## config.mk

```make
export PLATFORM = sky130hd
export DESIGN_NAME = stage_mem_lsu
export DESIGN_NICKNAME = d
export VERILOG_FILES = /design/src/rtl/lsu_pkg.sv /design/src/rtl/lsu_load_align.sv /design/src/rtl/stage_mem_lsu.sv
export SDC_FILE = /design/constraint.sdc
export NUM_CORES = 1
export LEC_CHECK = 0
export ABC_CLOCK_PERIOD_IN_PS = 4100
export BUFFER_PORTS_ARGS = -buffer_cell sky130_fd_sc_hd__buf_2
export CAP_MARGIN = 20
export CORE_UTILIZATION = 40
export CTS_BUF_LIST = sky130_fd_sc_hd__clkbuf_4 sky130_fd_sc_hd__clkbuf_8
export CTS_CLUSTER_DIAMETER = 40
export CTS_CLUSTER_SIZE = 20
export DETAILED_ROUTE_END_ITERATION = 6
export GPL_TIMING_DRIVEN = 0
export MAX_ROUTING_LAYER = met4
export PLACE_DENSITY = 0.68
export SETUP_SLACK_MARGIN = 0.1
export SYNTH_ARGS = -nofsm -noshare
export SYNTH_HDL_FRONTEND = slang
export SYNTH_SLANG_ARGS = --single-unit
```

## constraint.sdc

```tcl
create_clock -name clk -period 4.1 [get_ports clk]
set_input_delay 0 -clock clk [delete_from_list [all_inputs] [get_ports clk]]
set_output_delay 0 -clock clk [all_outputs]
set_load 0.01 [all_outputs]
```

## src/rtl/lsu_pkg.sv

```systemverilog
`default_nettype none
// ============================================================================
// Module      : lsu_pkg
// Description : Shared definitions for the MEM-stage load/store unit:
//               access-size encodings, FSM state encoding and the
//               bytes/beats-per-access helpers derived from the RAM bus width.
// Revision    : 1.0 - initial release
// ============================================================================
package lsu_pkg;

  // Access size encodings as presented on req_size_i (3 is folded to word).
  localparam logic [1:0] LSU_SZ_B = 2'd0;
  localparam logic [1:0] LSU_SZ_H = 2'd1;
  localparam logic [1:0] LSU_SZ_W = 2'd2;

  typedef enum logic [1:0] {
    IDLE  = 2'd0,
    ISSUE = 2'd1,
    DRAIN = 2'd2,
    RESP  = 2'd3
  } lsu_state_e;

  // Number of bytes touched by an access of the given size.
  function automatic int lsu_bytes(input logic [1:0] size);
    case (size)
      LSU_SZ_B: return 1;
      LSU_SZ_H: return 2;
      default:  return 4;
    endcase
  endfunction

  // Beats needed on a mem_bytes-wide bus: ceil(bytes / mem_bytes).
  function automatic logic [2:0] lsu_beats(input logic [1:0] size, input int mem_bytes);
    return 3'((lsu_bytes(size) + mem_bytes - 1) / mem_bytes);
  endfunction

endpackage
`default_nettype wire

```

## src/rtl/lsu_load_align.sv

```systemverilog
`default_nettype none
// ============================================================================
// Module      : lsu_load_align
// Description : Combinational load extender. Takes the assembled little-endian
//               load bytes and produces the XLEN result, zero- or
//               sign-extended from the access size. Used by both the RAM
//               path and the data-cache hit path.
// Ports       : raw_i    - assembled bytes, byte 0 in bits [7:0]
//               size_i   - access size (LSU_SZ_*)
//               signed_i - 1 = sign-extend from bit 8*bytes-1
//               data_o   - extended result
// Revision    : 1.0 - initial release
// ============================================================================
module lsu_load_align
  import lsu_pkg::*;
#(
  parameter int XLEN = 32
) (
  input  logic [XLEN-1:0] raw_i,
  input  logic [1:0]      size_i,
  input  logic            signed_i,
  output logic [XLEN-1:0] data_o
);

  always_comb begin
    data_o = raw_i;
    case (size_i)
      LSU_SZ_B: data_o = {{(XLEN-8){signed_i & raw_i[7]}}, raw_i[7:0]};
      LSU_SZ_H: data_o = {{(XLEN-16){signed_i & raw_i[15]}}, raw_i[15:0]};
      default:  data_o = raw_i;
    endcase
  end

endmodule
`default_nettype wire

```

## src/rtl/stage_mem_lsu.sv

```systemverilog
`default_nettype none
// ============================================================================
// Module      : stage_mem_lsu
// Description : MEM-stage load/store unit. Splits byte/half/word accesses into
//               MEM_BYTES-wide RAM beats issued back-to-back, assembles and
//               extends load data, and returns one registered response per
//               request. All outputs are registered.
// Config      : define LSU_DCACHE_EN to enable the data-cache port (hit
//               bypass, word fill/update, byte/half invalidate). Without it
//               all dcache_* outputs are 0 and dcache inputs are ignored.
// Ports       : clk/rst          - clock, synchronous active-high reset
//               req_*            - request handshake and payload
//               resp_valid_o/    - one-cycle completion pulse and load data
//               resp_data_o
//               busy_o           - stall indication to pipeline control
//               mem_*            - RAM beat port (read data one cycle later)
//               dcache_*         - optional data-cache lookup/update port
// Revision    : 1.0 - initial release
// ============================================================================
module stage_mem_lsu
  import lsu_pkg::*;
#(
  parameter int XLEN      = 32,
  parameter int ADDR_W    = 32,
  parameter int MEM_BYTES = 1
) (
  input  logic                   clk,
  input  logic                   rst,
  input  logic                   req_valid_i,
  output logic                   req_ready_o,
  input  logic                   req_store_i,
  input  logic [1:0]             req_size_i,
  input  logic                   req_signed_i,
  input  logic [ADDR_W-1:0]      req_addr_i,
  input  logic [XLEN-1:0]        req_wdata_i,
  output logic                   resp_valid_o,
  output logic [XLEN-1:0]        resp_data_o,
  output logic                   busy_o,
  output logic [ADDR_W-1:0]      mem_a_o,
  output logic                   mem_wr_o,
  output logic [MEM_BYTES-1:0]   mem_wmask_o,
  output logic [8*MEM_BYTES-1:0] mem_dout_o,
  input  logic [8*MEM_BYTES-1:0] mem_din_i,
  output logic [ADDR_W-1:0]      dcache_raddr_o,
  input  logic                   dcache_hit_i,
  input  logic [XLEN-1:0]        dcache_data_i,
  output logic                   dcache_we_o,
  output logic [ADDR_W-1:0]      dcache_waddr_o,
  output logic [XLEN-1:0]        dcache_wdata_o,
  output logic                   dcache_inv_o
);

  localparam int LANES = XLEN / (8 * MEM_BYTES);

  lsu_state_e             state_q;
  logic                   store_q, signed_q;
  logic [1:0]             size_q;
  logic [ADDR_W-1:0]      addr_q;
  logic [XLEN-1:0]        wdata_q;
  logic [2:0]             beat_q, nbeats_q;
  logic [1:0]             cap_q;
  logic                   mem_ld_q;   // the beat on the bus this cycle is a load
  logic                   din_vld_q;  // mem_din_i carries data for lane cap_q
  logic [XLEN-1:0]        asm_q, asm_d;
  logic                   req_ready_q, resp_valid_q, busy_q;
  logic [XLEN-1:0]        resp_data_q;
  logic [ADDR_W-1:0]      mem_a_q;
  logic                   mem_wr_q;
  logic [MEM_BYTES-1:0]   mem_wmask_q;
  logic [8*MEM_BYTES-1:0] mem_dout_q;

  // Next beat: beat 0 comes straight from the request in IDLE, later beats
  // from the latched request.
  logic [1:0]             req_size_n;
  logic [ADDR_W-1:0]      nb_base, nb_addr;
  logic [XLEN-1:0]        nb_wdata;
  logic [1:0]             nb_size, nb_lane;
  logic [2:0]             nb_k;
  logic [MEM_BYTES-1:0]   nb_mask;
  logic [8*MEM_BYTES-1:0] nb_dout;

  assign req_size_n = (req_size_i == 2'd3) ? LSU_SZ_W : req_size_i;

  always_comb begin
    if (state_q == IDLE) begin
      nb_base  = req_addr_i;
      nb_wdata = req_wdata_i;
      nb_size  = req_size_n;
      nb_k     = 3'd0;
    end else begin
      nb_base  = addr_q;
      nb_wdata = wdata_q;
      nb_size  = size_q;
      nb_k     = beat_q + 3'd1;
    end
    nb_addr = nb_base + ADDR_W'(int'(nb_k) * MEM_BYTES);
    nb_mask = '0;
    nb_dout = '0;
    nb_lane = '0;
    // Only bytes still inside the access are enabled; others drive 0.
    for (int j = 0; j < MEM_BYTES; j++) begin
      nb_lane = 2'((int'(nb_k) * MEM_BYTES + j) & 3);
      if (int'(nb_k) * MEM_BYTES + j < lsu_bytes(nb_size)) begin
        nb_mask[j]       = 1'b1;
        nb_dout[8*j +: 8] = nb_wdata[{nb_lane, 3'b000} +: 8];
      end
    end
  end

  // Load assembly including the beat arriving this cycle, so the response
  // can be registered at the end of DRAIN without an extra cycle.
  always_comb begin
    asm_d = asm_q;
    if (din_vld_q) begin
      for (int k = 0; k < LANES; k++) begin
        if (cap_q == 2'(k)) asm_d[k*8*MEM_BYTES +: 8*MEM_BYTES] = mem_din_i;
      end
    end
  end

  logic [XLEN-1:0] align_raw, align_out;

`ifdef LSU_DCACHE_EN
  logic              lookup_q;
  logic [ADDR_W-1:0] dc_raddr_q, dc_waddr_q;
  logic              dc_we_q, dc_inv_q;
  logic [XLEN-1:0]   dc_wdata_q;
  logic              dc_hit;

  // A hit only counts in the cycle the lookup address is presented.
  assign dc_hit    = lookup_q & dcache_hit_i;
  assign align_raw = dc_hit ? dcache_data_i : asm_d;

  assign dcache_raddr_o = dc_raddr_q;
  assign dcache_we_o    = dc_we_q;
  assign dcache_waddr_o = dc_waddr_q;
  assign dcache_wdata_o = dc_wdata_q;
  assign dcache_inv_o   = dc_inv_q;
`else
  logic unused_dcache;
  assign unused_dcache  = ^{dcache_hit_i, dcache_data_i};
  assign align_raw      = asm_d;
  assign dcache_raddr_o = '0;
  assign dcache_we_o    = 1'b0;
  assign dcache_waddr_o = '0;
  assign dcache_wdata_o = '0;
  assign dcache_inv_o   = 1'b0;
`endif

  lsu_load_align #(.XLEN(XLEN)) u_align (
    .raw_i    (align_raw),
    .size_i   (size_q),
    .signed_i (signed_q),
    .data_o   (align_out)
  );

  always_ff @(posedge clk) begin
    if (rst) begin
      state_q      <= IDLE;
      store_q      <= 1'b0;
      signed_q     <= 1'b0;
      size_q       <= LSU_SZ_B;
      addr_q       <= '0;
      wdata_q      <= '0;
      beat_q       <= '0;
      nbeats_q     <= '0;
      cap_q        <= '0;
      mem_ld_q     <= 1'b0;
      din_vld_q    <= 1'b0;
      asm_q        <= '0;
      req_ready_q  <= 1'b1;
      resp_valid_q <= 1'b0;
      resp_data_q  <= '0;
      busy_q       <= 1'b0;
      mem_a_q      <= '0;
      mem_wr_q     <= 1'b0;
      mem_wmask_q  <= '0;
      mem_dout_q   <= '0;
`ifdef LSU_DCACHE_EN
      lookup_q     <= 1'b0;
      dc_raddr_q   <= '0;
      dc_we_q      <= 1'b0;
      dc_waddr_q   <= '0;
      dc_wdata_q   <= '0;
      dc_inv_q     <= 1'b0;
`endif
    end else begin
      resp_valid_q <= 1'b0;
      din_vld_q    <= mem_ld_q;
      asm_q        <= asm_d;
      if (din_vld_q) cap_q <= cap_q + 2'd1;
`ifdef LSU_DCACHE_EN
      lookup_q     <= 1'b0;
      dc_raddr_q   <= '0;
      dc_we_q      <= 1'b0;
      dc_inv_q     <= 1'b0;
`endif
      case (state_q)
        IDLE: begin
          if (req_valid_i) begin
            state_q     <= ISSUE;
            req_ready_q <= 1'b0;
            busy_q      <= 1'b1;
            store_q     <= req_store_i;
            size_q      <= req_size_n;
            signed_q    <= req_signed_i;
            addr_q      <= req_addr_i;
            wdata_q     <= req_wdata_i;
            nbeats_q    <= lsu_beats(req_size_n, MEM_BYTES);
            beat_q      <= '0;
            cap_q       <= '0;
            mem_a_q     <= nb_addr;
            mem_wr_q    <= req_store_i;
            mem_wmask_q <= req_store_i ? nb_mask : '0;
            mem_dout_q  <= req_store_i ? nb_dout : '0;
            mem_ld_q    <= ~req_store_i;
`ifdef LSU_DCACHE_EN
            lookup_q    <= ~req_store_i;
            dc_raddr_q  <= req_store_i ? '0 : req_addr_i;
`endif
          end
        end
        ISSUE: begin
          if (beat_q + 3'd1 < nbeats_q) begin
            beat_q      <= beat_q + 3'd1;
            mem_a_q     <= nb_addr;
            mem_wr_q    <= store_q;
            mem_wmask_q <= store_q ? nb_mask : '0;
            mem_dout_q  <= store_q ? nb_dout : '0;
            mem_ld_q    <= ~store_q;
          end else begin
            mem_a_q     <= '0;
            mem_wr_q    <= 1'b0;
            mem_wmask_q <= '0;
            mem_dout_q  <= '0;
            mem_ld_q    <= 1'b0;
            if (store_q) begin
              state_q      <= IDLE;
              req_ready_q  <= 1'b1;
              busy_q       <= 1'b0;
              resp_valid_q <= 1'b1;
              resp_data_q  <= '0;
`ifdef LSU_DCACHE_EN
              dc_waddr_q   <= addr_q;
              dc_wdata_q   <= wdata_q;
              dc_we_q      <= (size_q == LSU_SZ_W);
              dc_inv_q     <= (size_q != LSU_SZ_W);
`endif
            end else begin
              state_q <= DRAIN;
            end
          end
`ifdef LSU_DCACHE_EN
          // Hit: drop the remaining beats and ignore the in-flight RAM data.
          if (dc_hit) begin
            state_q      <= IDLE;
            req_ready_q  <= 1'b1;
            busy_q       <= 1'b0;
            resp_valid_q <= 1'b1;
            resp_data_q  <= align_out;
            mem_a_q      <= '0;
            mem_wr_q     <= 1'b0;
            mem_ld_q     <= 1'b0;
            din_vld_q    <= 1'b0;
          end
`endif
        end
        DRAIN: begin
          state_q      <= IDLE;
          req_ready_q  <= 1'b1;
          busy_q       <= 1'b0;
          resp_valid_q <= 1'b1;
          resp_data_q  <= align_out;
`ifdef LSU_DCACHE_EN
          dc_we_q      <= (size_q == LSU_SZ_W);
          dc_waddr_q   <= addr_q;
          dc_wdata_q   <= asm_d;
`endif
        end
        default: begin
          state_q     <= IDLE;
          req_ready_q <= 1'b1;
          busy_q      <= 1'b0;
        end
      endcase
    end
  end

  assign req_ready_o  = req_ready_q;
  assign resp_valid_o = resp_valid_q;
  assign resp_data_o  = resp_data_q;
  assign busy_o       = busy_q;
  assign mem_a_o      = mem_a_q;
  assign mem_wr_o     = mem_wr_q;
  assign mem_wmask_o  = mem_wmask_q;
  assign mem_dout_o   = mem_dout_q;

endmodule
`default_nettype wire

```

==> metrics <==
status complete, no violations; Post-synth EDFFs 0; io pins 287; Synth Instances roughly 1.1k; number of buffers created by CTS 17; Synth Register Bits 187; Root Driver clkbuf_8; count of cell types in the netlist 57; aggregate global-route resource usage 23.0%; WL final roughly 26000 microns; Worst R2R Setup Slack around 0.28 ns; final setup fails 0; Critical Path Fanout Max 10; worst hold margin a little under 0.08 ns; area grow syn2layout 30.4%; r2r endpoint mem_a_o[27]; RD Place Congestion around 0.94; Worst Path Arrival between 4 and 5 ns; Worst-Margin Slew between 1 and 1.5 ns; fmax approximately 260 MHz; VDD IR max around 250 uV; Flop pwr share 37.2%; switch share 39.6%; ys async rst share 0%; Reg-to-Reg Start state_q[0]; Final Hold Viols 0; Slew Viols, Final 0; grt met3 use 4.79%; initial drt markers around 500; GR Util met2 37.3%; # clock sinks roughly 190; Via density between 4 and 5; Hold Startpoint req_valid_i; Max Cap Viol 0; Cells after DPL between 1.5k and 2k; nets@finish 1577; Fillers 2055; Die X roughly 150 microns; Hold EP state_q[1]; WHS Path Cells 5; Int Pwr between 3000 and 4000 uW; met1 track demand over resource between 20% and 30%; WL/cell 15.1 microns; Worst Skew 0.0148 ns; CP endpoint kind register; Layout Cells excl Fill around 1.7k; Initial Utilization between 40% and 50%; CTS Buffer Depth 2; global routing's busiest layer met2; first-pass GRT wire length just over 40000 microns; clock power share approximately a fifth; Core Region approximately 22000 sq um; clock-pin slew on the worst setup and hold paths 0.10 ns; total number of vias roughly 8.7k; port bufs about 150; Syn Area/Cell around 8.3 sq um; crit path time final 3.82 ns; Leakage around 0.0054 uW; Net Sw Power 2420 uW; synthesized cell area 9120 sq um; worst hold path type in -> reg; initial antenna violation count 0; Die Ht around 150 microns; Final TNS setup 0 ns; layout cells sized above 1 22.2%; DRC viols 0; Worst-Skew Late Latency around 0.48 ns; Comb power frac between 40% and 50%; Util after Layout 53.8%; WS Path Type reg -> reg; Die Area about 23000 sq um; PD cells about 510 nW/um^2; ys flop type dfxtp_1; CP Launch Type register; Slew headroom approximately 15%; WP data required approximately 4.5 ns; YS warnings 0; TritonCTS clock tree built; DRT antenna net count 0; register area share after synthesis 41.0%; worst reg2reg path depth 15; Cell Rows 54; H-tree depth 4; vias in the first global route ~8k; total congestion overflow 0; Pre-antenna DRT Iters 7; RSZ-0062 raised after global routing false; power consumption a little over 6000 uW; final worst-path cycle share 93.1%; DPL Wire Length roughly 19000 microns; pin count of the biggest net entering global routing 17
==> worst max path at each step <==
| stage | from | end | slack [ns] |
|---|---|---|---|
| 4_1_cts | state_q[0] | mem_a_o[21] | 0.14 |
| 3_3_place_gp | state_q[0] | mem_a_o[26] | -1.0 |
| 5_1_grt | state_q[0] | mem_a_o[27] | 0.1 |
| 6_report | state_q[0] | mem_a_o[27] | 0.28 |
| 2_1_floorplan | state_q[0] | mem_a_o[21] | 0.23 |
| 3_5_place_dp | state_q[0] | mem_a_o[21] | -1.06 |
==> cell usage after synthesis (2+ instances only) <==
| cell type | count | area [sq um] |
|---|---|---|
| a21boi_0 | 3 | 22.5 |
| a21oi_1 | 120 | 601 |
| a221oi_1 | 2 | 17.5 |
| a222oi_1 | 2 | 20.0 |
| a22oi_1 | 11 | 82.6 |
| a31oi_1 | 4 | 25.0 |
| a32o_1 | 5 | 50.1 |
| a32oi_1 | 2 | 17.5 |
| and2_1 | 2 | 12.5 |
| and3_1 | 2 | 12.5 |
| and4_1 | 2 | 17.5 |
| buf_1 | 4 | 15.0 |
| buf_2 | 5 | 25.0 |
| buf_4 | 99 | 743 |
| clkbuf_1 | 54 | 203 |
| dfxtp_1 | 187 | 3740 |
| ha_1 | 16 | 200 |
| inv_1 | 11 | 41.3 |
| mux2_2 | 11 | 124 |
| mux2i_1 | 62 | 621 |
| mux4_2 | 8 | 180 |
| nand2_1 | 241 | 905 |
| nand2b_1 | 6 | 37.5 |
| nand3_1 | 48 | 240 |
| nand3b_1 | 14 | 105 |
| nand4_1 | 12 | 75.1 |
| nand4b_1 | 6 | 52.6 |
| nor2_1 | 55 | 206 |
| nor2b_1 | 9 | 56.3 |
| nor3_1 | 5 | 25.0 |
| nor3b_1 | 2 | 15.0 |
| nor4_1 | 2 | 12.5 |
| o211ai_1 | 4 | 30.0 |
| o21a_1 | 3 | 22.5 |
| o21ai_0 | 35 | 175 |
| o21ai_1 | 2 | 10.0 |
| o311ai_0 | 2 | 17.5 |
| o31a_1 | 2 | 17.5 |
| o31ai_1 | 5 | 37.5 |
| or3_1 | 2 | 12.5 |
| xnor2_1 | 13 | 114 |
| xor2_1 | 5 | 43.8 |
==> kinds of logic after synthesis <==
group,count (synthesis),synth area share (%)
AO/OA/AOI/OAI,209,13.2
XOR/XNOR,18,1.73
adder cells (fa/ha/maj),17,2.41
buffers and inverters,173,11.3
flip-flops,187,41.0
multiplexers,81,10.1
other,1,0.0411
AND/OR/NAND/NOR,414,20.2
==> layout make-up <==
cell class / count / area [sq um] / share of cell area (%)
buffer: 162 / 1020 / 8.57
timing repair buffer: 232 / 1550 / 13.0
tap: 280 / 350 / 2.95
clock buffer: 20 / 275 / 2.32
clock inverter: 11 / 130 / 1.09
multi-input combinational: 837 / 4780 / 40.2
inverter: 11 / 41.3 / 0.347
antenna: 1 / 2.50 / 0.0210
sequential: 187 / 3740 / 31.5
==> per-layer routing <==
metal	vias to the layer above	share of wire, %
li1	4265	-
met2	342	47
met4	0	1.8
met3	35	7.5
met5	-	0
met1	4010	44
==> placed cells by master, fill, tap and decap left out, types with 4 or more instances in the layout <==
| cell type | n |
|---|---|
| a21oi_1 | 117 |
| a31oi_1 | 4 |
| buf_2 | 156 |
| clkbuf_1 | 53 |
| ha_1 | 14 |
| nand4b_1 | 6 |
| xnor2_1 | 13 |
| a22oi_1 | 11 |
| buf_4 | 102 |
| inv_6 | 6 |
| conb_1 | 98 |
| xor2_1 | 5 |
| o31ai_1 | 5 |
| a32o_1 | 5 |
| nand2b_1 | 6 |
| nand3b_1 | 14 |
| clkbuf_8 | 21 |
| dfxtp_1 | 187 |
| nor2_1 | 55 |
| nand4_1 | 12 |
| nor2b_1 | 9 |
| mux2_2 | 11 |
| nand3_1 | 47 |
| o211ai_1 | 4 |
| nand2_1 | 241 |
| mux2i_1 | 62 |
| nor3_1 | 5 |
| mux4_2 | 8 |
| o21ai_0 | 35 |
| dlygate4sd3_1 | 76 |
| inv_1 | 11 |
==> registers in the layout, indices dropped and copies added (netlist names), 2 cells and up <==
signal       count
addr_q          32
asm_q           32
mem_a_o         32
resp_data_o     32
wdata_q         32
mem_dout_o       8
beat_q           3
cap_q            2
size_q           2
state_q          2
==> critical path: stages (launching register included) <==
cell and delay (ns):
dfxtp_1 0.34, inv_1 0.14, ha_4 0.20, clkbuf_8 0.19, buf_4 0.22, buf_6 0.18, buf_6 0.19, buf_6 0.19
mux2_2 0.36, ha_2 0.39, nand3_2 0.17, a21oi_4 0.24, buf_4 0.19, and4_2 0.31, nand4_1 0.12, a32o_1 0.29
==> repair_timing <==
action,CTS,global route
hold buffers,76,0
endpoints found under the hold margin,121,0
setup endpoints to repair,39,16
pin swaps,2,0
setup buffers,2,0
gates resized for setup,18,4
==> through the flow <==
step | area [sq um] | setup WS [ns]
floorplan | 9500 | 0.232
global placement | 10600 | -0.997
detailed placement | 10600 | -1.06
CTS | 11900 | 0.141
global route | 11900 | 0.0984
finish | 11900 | 0.282
==> power groups by stage <==
stage                     clock network [uW]  registers [uW]  logic (uW)
after global routing                    1380            2300        2780
after detailed placement                   0            2310        2390
after floorplan                            0            2330        1610
final                                   1290            2270        2540
after CTS                               1310            2270        2520
after global placement                     0            2300        2360
Note: power is estimated with default switching activity, not from simulation.
